File: src/rtl/hi_adc_wb_regs.sv
// Wishbone register block for a multi-channel ADC with a live->RAW snapshot engine.
// Define HI_ADC_OVR_EN to build per-channel fresh flags and the overrun interrupt (IRQ_PEND[1]).
module hi_adc_wb_regs #(
  parameter int N_CH = 8,
  parameter int DW   = 24
) (
  input  logic          wb_clk_i,
  input  logic          wb_rst_i,
  input  logic          wbs_cyc_i,
  input  logic          wbs_stb_i,
  input  logic          wbs_we_i,
  input  logic [3:0]    wbs_sel_i,
  input  logic [31:0]   wbs_adr_i,
  input  logic [31:0]   wbs_dat_i,
  output logic          wbs_ack_o,
  output logic [31:0]   wbs_dat_o,
  input  logic [7:0]    core_status,
  input  logic          adc_smp_valid,
  input  logic [2:0]    adc_smp_ch,
  input  logic [DW-1:0] adc_smp_data,
  output logic          ctrl_enable,
  output logic          ctrl_start,
  output logic          snap_busy,
  output logic          irq_o
);
  typedef enum logic [1:0] {IDLE, COPY, DONE} state_t;

  localparam logic [3:0] MAX_CH = 4'(N_CH);

  state_t        state_reg;
  logic          ack_reg;
  logic [31:0]   dat_reg;
  logic          enable_reg;
  logic          start_reg;
  logic          irq_reg;
  logic [1:0]    irq_en_reg;
  logic [1:0]    irq_pend_reg;
  logic [1:0]    pend_next;
  logic [3:0]    num_ch_reg;
  logic [3:0]    copy_cnt_reg;
  logic [2:0]    idx_reg;
  logic [31:0]   snap_cnt_reg;
  logic [DW-1:0] live_reg [N_CH];
  logic [DW-1:0] raw_reg  [N_CH];
  logic [31:0]   raw_ext  [8];
  logic [N_CH-1:0] smp_hit;
  logic [N_CH-1:0] copy_sel;

  logic        accept;
  logic        wr0;
  logic [29:0] word;
  logic [29:0] raw_rel;
  logic        hit_ctrl, hit_irq_en, hit_pend, hit_cfg, hit_cmd;
  logic        snap_req;
  logic        done_now;
  logic        overrun;
  logic [1:0]  en_mask;
  logic [1:0]  pend_clr;
  logic [31:0] rd_data;
  logic        unused_bits;

  assign accept     = wbs_cyc_i & wbs_stb_i & ~ack_reg;
  assign wr0        = accept & wbs_we_i & wbs_sel_i[0];
  assign word       = wbs_adr_i[31:2];
  assign raw_rel    = word - 30'h84;
  assign hit_ctrl   = (word == 30'h40);
  assign hit_irq_en = (word == 30'h41);
  assign hit_pend   = (word == 30'h43);
  assign hit_cfg    = (word == 30'h80);
  assign hit_cmd    = (word == 30'h81);
  assign snap_req   = wr0 & hit_cmd & wbs_dat_i[0] & enable_reg & (state_reg == IDLE);
  assign done_now   = (state_reg == DONE);
  assign unused_bits = ^{wbs_adr_i[1:0], wbs_dat_i[31:4], wbs_sel_i[3:1]};

  genvar gi;
  generate
    for (gi = 0; gi < N_CH; gi++) begin : g_ch
      assign smp_hit[gi]  = adc_smp_valid & (adc_smp_ch == 3'(gi));
      assign copy_sel[gi] = (state_reg == COPY) & (idx_reg == 3'(gi));

      // Nonblocking copy picks up the live value from before any same-cycle sample.
      always_ff @(posedge wb_clk_i) begin
        if (wb_rst_i) begin
          live_reg[gi] <= '0;
          raw_reg[gi]  <= '0;
        end else begin
          if (smp_hit[gi])
            live_reg[gi] <= adc_smp_data;
          if (copy_sel[gi])
            raw_reg[gi] <= live_reg[gi];
        end
      end
    end

    for (gi = 0; gi < 8; gi++) begin : g_raw_rd
      if (gi < N_CH) begin : g_impl
        assign raw_ext[gi] = 32'($signed(raw_reg[gi]));
      end else begin : g_zero
        assign raw_ext[gi] = 32'h0;
      end
    end
  endgenerate

`ifdef HI_ADC_OVR_EN
  logic [N_CH-1:0] fresh_reg;

  generate
    for (gi = 0; gi < N_CH; gi++) begin : g_fresh
      always_ff @(posedge wb_clk_i) begin
        if (wb_rst_i)
          fresh_reg[gi] <= 1'b0;
        else if (smp_hit[gi])
          fresh_reg[gi] <= 1'b1;
        else if (copy_sel[gi])
          fresh_reg[gi] <= 1'b0;
      end
    end
  endgenerate

  assign overrun = |(smp_hit & fresh_reg & ~copy_sel);
  assign en_mask = 2'b11;
`else
  assign overrun = 1'b0;
  assign en_mask = 2'b01;
`endif

  // Set wins over a same-cycle write-one-to-clear.
  assign pend_clr  = (wr0 & hit_pend) ? wbs_dat_i[1:0] : 2'b00;
  assign pend_next = ((irq_pend_reg & ~pend_clr) | {overrun, done_now}) & en_mask;

  always_comb begin
    rd_data = 32'h0;
    case (word)
      30'h00:  rd_data = 32'h4849_4348;
      30'h01:  rd_data = 32'h0000_0002;
      30'h41:  rd_data = {30'h0, irq_en_reg};
      30'h42:  rd_data = {24'h0, core_status};
      30'h43:  rd_data = {30'h0, irq_pend_reg};
      30'h80:  rd_data = {23'h0, snap_busy, 4'h0, num_ch_reg};
      30'h82:  rd_data = snap_cnt_reg;
      default: if (raw_rel < 30'd8) rd_data = raw_ext[raw_rel[2:0]];
    endcase
  end

  always_ff @(posedge wb_clk_i) begin
    if (wb_rst_i) begin
      ack_reg      <= 1'b0;
      dat_reg      <= 32'h0;
      enable_reg   <= 1'b0;
      start_reg    <= 1'b0;
      irq_en_reg   <= 2'b00;
      irq_pend_reg <= 2'b00;
      num_ch_reg   <= 4'h0;
      irq_reg      <= 1'b0;
    end else begin
      ack_reg      <= accept;
      start_reg    <= wr0 & hit_ctrl & wbs_dat_i[1];
      irq_pend_reg <= pend_next;
      irq_reg      <= |(irq_pend_reg & irq_en_reg);
      if (accept)
        dat_reg <= wbs_we_i ? 32'h0 : rd_data;
      if (wr0 & hit_ctrl)
        enable_reg <= wbs_dat_i[0];
      if (wr0 & hit_irq_en)
        irq_en_reg <= wbs_dat_i[1:0] & en_mask;
      if (wr0 & hit_cfg)
        num_ch_reg <= (wbs_dat_i[3:0] > MAX_CH) ? MAX_CH : wbs_dat_i[3:0];
    end
  end

  // Channel count is latched at start so NUM_CH/ENABLE writes cannot disturb a running copy.
  always_ff @(posedge wb_clk_i) begin
    if (wb_rst_i) begin
      state_reg    <= IDLE;
      idx_reg      <= 3'h0;
      copy_cnt_reg <= 4'h0;
      snap_cnt_reg <= 32'h0;
    end else begin
      case (state_reg)
        IDLE: begin
          if (snap_req) begin
            copy_cnt_reg <= num_ch_reg;
            idx_reg      <= 3'h0;
            state_reg    <= (num_ch_reg == 4'h0) ? DONE : COPY;
          end
        end
        COPY: begin
          idx_reg <= idx_reg + 3'h1;
          if (({1'b0, idx_reg} + 4'h1) == copy_cnt_reg)
            state_reg <= DONE;
        end
        DONE: begin
          state_reg    <= IDLE;
          snap_cnt_reg <= snap_cnt_reg + 32'h1;
        end
        default: state_reg <= IDLE;
      endcase
    end
  end

  assign wbs_ack_o   = ack_reg;
  assign wbs_dat_o   = dat_reg;
  assign ctrl_enable = enable_reg;
  assign ctrl_start  = start_reg;
  assign snap_busy   = (state_reg != IDLE);
  assign irq_o       = irq_reg;
endmodule

File: config.mk
export PLATFORM = sky130hd
export DESIGN_NAME = hi_adc_wb_regs
export DESIGN_NICKNAME = d
export VERILOG_FILES = /design/src/rtl/hi_adc_wb_regs.sv
export SDC_FILE = /design/constraint.sdc
export NUM_CORES = 1
export LEC_CHECK = 0
export ABC_AREA = 1
export CORE_UTILIZATION = 45
export CTS_CLUSTER_DIAMETER = 150
export CTS_CLUSTER_SIZE = 10
export DETAILED_ROUTE_END_ITERATION = 8
export PLACE_DENSITY = 0.72
export SLEW_MARGIN = 20
export SYNTH_ARGS = -nofsm -noshare
export SYNTH_HDL_FRONTEND = slang
export SYNTH_SLANG_ARGS = --single-unit
File: constraint.sdc
create_clock -name wb_clk_i -period 2.3 [get_ports wb_clk_i]
set_input_delay 0.23 -clock wb_clk_i [delete_from_list [all_inputs] [get_ports wb_clk_i]]
set_output_delay 0.23 -clock wb_clk_i [all_outputs]
set_load 0.1 [all_outputs]
# After elaboration in Yosys (flattened, before gate mapping)
# Memories as Yosys holds them, arrays and structs flattened.
# Cells that the tools add are included.
totals:
  mem_count: 2
  register_bits: 83
  ram_bits: 384
  elab_cells: 190
  output_inout_bits: 37
mem_list:
  columns: ["memory", "words", "word_bits", "rd", "rd_clocked_by_memory_dff", "wr", "line", "source"]
  rows:
  - ["live_reg", 8, 24, 8, 0, 8, "43", "logic [DW-1:0] live_reg [N_CH];"]
  - ["raw_reg", 8, 24, 8, 0, 8, "44", "logic [DW-1:0] raw_reg [N_CH];"]
classes:
  eq_ne: 27
  n_bitwise: 51
  n_reduce_logical: 11
  muxes: 80
  addsub: 4
  order_cmp: 3
op_table:
  columns: ["op", "n"]
  rows:
  - ["24-bit two-way mux", 16]
  - ["32-bit one-hot mux with 7 select lines", 1]
  - ["32-bit two-way mux", 4]
  - ["30-bit by 7-bit equality test with 1-bit output, second input constant", 4]
  - ["32-bit binary-select mux with 3-bit select", 1]
  - ["30-bit by 8-bit equality test with 1-bit output, second input constant", 3]
  - ["1-bit two-way mux", 51]
  - ["32-bit by 1-bit adder with 32-bit output, second input constant", 1]
  - ["1-bit AND", 31]
  - ["30-bit by 1-bit equality test with 1-bit output, second input constant", 1]
  - ["30-bit logical NOT", 1]
  - ["30-bit by 4-bit less-than comparator with 1-bit output, second input constant", 1]
  - ["30-bit by 8-bit subtractor with 30-bit output, second input constant", 1]
  - ["3-bit equality test, second input constant", 8]
  - ["1-bit OR", 17]
  - ["3-bit by 2-bit equality test with 1-bit output, second input constant", 4]
  - ["3-bit by 1-bit equality test with 1-bit output, second input constant", 2]
  - ["3-bit logical NOT", 2]
  - ["2-bit two-way mux", 3]
  - ["3-bit one-hot mux with 2 select lines", 1]
  - ["2-bit AND reduction", 3]
  - ["3-bit by 1-bit adder with 4-bit output, second input constant", 1]
  - ["4-bit equality test", 1]
  - ["4-bit greater-or-equal comparator, second input constant", 1]
  - ["15 further kinds", 17]

# Longest topological paths before layout
depth:
  depth_word: 10
  depth_mapped: 18
  mapped_depth_nobuf: 16

# Worst setup path before layout
# No wires, ideal clock.
synth_path:
  kind: "input-to-reg"
  from: "input port adc_smp_valid"
  to: "memory live_reg[7][0], in the netlist live_reg[1][72], enable pin"
  t_arrival_ns: 2.028
  n_path_buf: 0
  path_stages: 2
  t_required_ns: 1.862
  setup_slack_ns: -0.167
  path_cell_list: "nand2_1 > o21ai_0"
synth_rtl:
  columns: ["element", "line", "source"]
  rows:
  - ["start, declared", "18", "input logic adc_smp_valid,"]
  - ["end, declared", "43", null]

# Worst setup path in the final report
layout_path:
  from: "input port wbs_adr_i[4]"
  to: "register dat_reg[0], in the netlist wbs_dat_o[0]"
layout_between:
  elab_chain_len: 8
layout_rtl:
  columns: ["element", "line", "source"]
  rows:
  - ["start, declared", "13", "input logic [31:0] wbs_adr_i,"]
  - ["branches (longest 6 deep; another with 30-bit by 8-bit subtractor with 30-bit output)", null, null]
  - ["32-bit one-hot mux with 7 select lines (*)", "133", "case (word)"]
  - ["32-bit two-way mux (*)", "161", "dat_reg <= wbs_we_i ? 32'h0 : rd_data;"]
  - ["end signal, assigned", "161", null]
  - ["end, declared", "32", "logic [31:0] dat_reg;"]
# Mark *: on every way between the ends. The select of a mux whose other input is x is not followed.
# A chain may end at the register's enable or synchronous reset.

==> flow_summary.toml <==
[min_path]
hold_end = "ctrl_start"
hold_path_startpoint = "wb_rst_i"
hp-class = "in2reg"
worstHoldPathCells = 5

[floorplanning]
dieArea_um2 = 47400
core_area_um2 = 45700
die_h_um = 218
ios = 146
row_count = 78
start_util = 0.459
die_x_um = 218

[final_layout]
antenna_cells = 0
fillCellCount = 3865
final_util = 0.563
final_common_cell = "nor2_1"
drive_gt1_frac = 0.167
final_nets = 2565
instances_no_fill = 3064
area_growth_pct = 22.7
most-common-layout-cells = "nor2_1, edfxtp_1, inv_1"

[worst_setup_path]
rr_worst_depth = 12
worst-endpoint-required_ns = 2.80
crit_slowest_cell = "clkdlybuf4s50_1"
crit_family = "buffers and inverters"
r2r_start = "snap_cnt_reg[0]"
max_stage_delay_ns = 0.40
setup.worst_path.end_class = "flip-flop"
critical_path_buf_inv_count = 7
cp_cell_sequence = "clkdlybuf4s50_1 > buf_4 > inv_4 > buf_4 > ha_1 > inv_1 > nor3_1 > nand2_1 > nand2_1 > nor2_1 > nand3_1 > inv_1 > buf_12 > nand2_1 > nand2_1 > a21oi_1"
crit_top_cell = "nand2_1"
timing.rr.end = "snap_cnt_reg[28]"
critPathMaxFanout = 23
ff2ff_setup_slack_ns = 0.17
critPathArrivalTime_ns = 2.72
path_class = "in2reg"
cp-start-kind = "input pin"

[yosys]
yosysWarnings = 0
avgSynthCellArea_um2 = 9.69
syn_nets = 2280
synthArstFlopShare = 0
syn_area_um2 = 20900
synth_top_flop_cell = "edfxtp_1"
synth_cells = 2162
synth_edf_count = 384
ys_seq_area_frac = 0.630
synth_cell_types = 44
ys_ff_latch = 467

[power]
p_per_area_nw_per_um2 = 705
leakage_uw = 0.0106
vdd.ir_drop.worst_mv = 0.592
power.total_uw = 18100

[status]
status = "finished clean"

[job]
maxCapViolations = 0

[cts]
ctsLongestPathBuffers = 3
cts_hold_buf = 0
clk_root_buffer_cell = "clkbuf_16"
clk_pin_slew_ns = 0.06
cts_tree = "built"
cts_buffers = 52
clkLatencyLatePin_ns = 0.59
cts_htree_levels = 2
cts.sinks = 467

[grt]
grt-ovfl-total = 0
grt_use_total = 0.234
grt_max_degree = 61
grt_pass1_vias = 15638
grt_pass1_wl_um = 85000
antenna_found_initial = 0

[sta]
finalCritPeriodShare = 0.962
period_needed_ns = 2.21
tightest_slew_ns = 0.808
max_clock_freq_mhz = 452
slew_viol_final = 0
skew_ns = 0.0157
finalSetupViolations = 0
hold_viol = 0
slew_headroom = 0.461
layout_setup_ws_ns = 0.0876

[placement]
place_congestion = 0.914
dp_slack_ns = -0.562
dp_hpwl_um = 38300
io_buffers = 112
post-place-cells = 2988

[drt]
top_layer_used = "met4"
viasPerCell = 5.24
met1_length_um = 23800
detail-route-antenna-nets = 0
wl_met2_um = 27200
vias = 16058
drc = 0
drt_iter0_markers = 1603
wl_per_cell_um = 18.2
wl_met3_um = 3610
wl_um = 55900
drt_pass1_iterations = 5
-- per-layer routing --
metal | vias to the layer above | global-route usage
li1 | 7681 | -
met1 | 7700 | 0.308
met2 | 593 | 0.398
met3 | 84 | 0.0343
met4 | 0 | 0.0744
met5 | - | 0
-- worst reg2reg max path: stages, from the launching register on --
cell	delay (ns)
dfxtp_1	0.39
ha_1	0.18
nand2_2	0.08
nor2_4	0.11
inv_2	0.04
nor2_2	0.13
nand2_2	0.11
nor2_4	0.13
nand2_2	0.10
nor3_4	0.24
nand2_2	0.14
nor4_1	0.26
a21oi_1	0.10
-- kinds of logic after synthesis --
logic type               synth area share
AO/OA/AOI/OAI                      0.0802
XOR/XNOR                          0.00585
adder cells (fa/ha/maj)           0.00538
buffers and inverters              0.0767
flip-flops                          0.630
AND/OR/NAND/NOR                     0.202
-- worst max path at each step --
stage                             from         endpoint  slack, ns  cells after the start
after floorplan               wb_rst_i  live_reg[1][72]       0.02                      5
after global placement    wbs_adr_i[4]    wbs_dat_o[24]      -0.49                     16
after detailed placement  wbs_adr_i[4]    wbs_dat_o[25]      -0.56                     16
after CTS                 wbs_adr_i[4]    wbs_dat_o[25]       0.04                     16
after global routing      wbs_adr_i[4]     wbs_dat_o[1]     -0.006                     18
final                     wbs_adr_i[4]     wbs_dat_o[0]       0.09                     16
-- power breakdown --
group          switching [µW]  internal [µW]
clock                    3090           4130
combinational             823            496
sequential               95.2           9480
-- what timing repair did --
action                     4_1_cts  5_1_grt
buffers inserted                 0        4
resized for setup                0       23
setup endpoints to repair        0       43
-- metrics by stage --
stage	cell area [µm²]	TNS (ns)	hold WS, ns
5_1_grt	25700	-0.00982	0.178
2_1_floorplan	20900	0	0.358
3_5_place_dp	24100	-17.36	0.439
3_3_place_gp	24100	-15.66	0.440
4_1_cts	25500	0	0.145
6_report	25700	0	0.172
-- cell type report --
cell class	count	area (µm²)	share of cell area
Tap cell	600	751	0.0292
Timing Repair Buffer	322	2890	0.113
Sequential cell	467	13200	0.514
Clock inverter	3	21.3	0.000828
Clock buffer	68	1380	0.0538
Multi-Input combinational cell	1281	6230	0.243
Inverter	323	1220	0.0474
-- Yosys cell counts (all sizes together) (6+ instances only) --
cell type / instances / area share
edfxtp: 384 / 0.55
o21ai: 77 / 0.018
and2: 24 / 0.0072
clkbuf: 68 / 0.012
a21oi: 101 / 0.028
ha: 9 / 0.0054
nor4: 7 / 0.0021
inv: 320 / 0.057
buf: 23 / 0.0066
xor2: 6 / 0.0025
nor2: 516 / 0.098
o22ai: 97 / 0.029
nand2: 283 / 0.052
xnor2: 8 / 0.0033
nand3: 92 / 0.027
nand4: 22 / 0.0066
dfxtp: 83 / 0.079
nor3: 20 / 0.0063
Power figures use the tool's default switching activity.
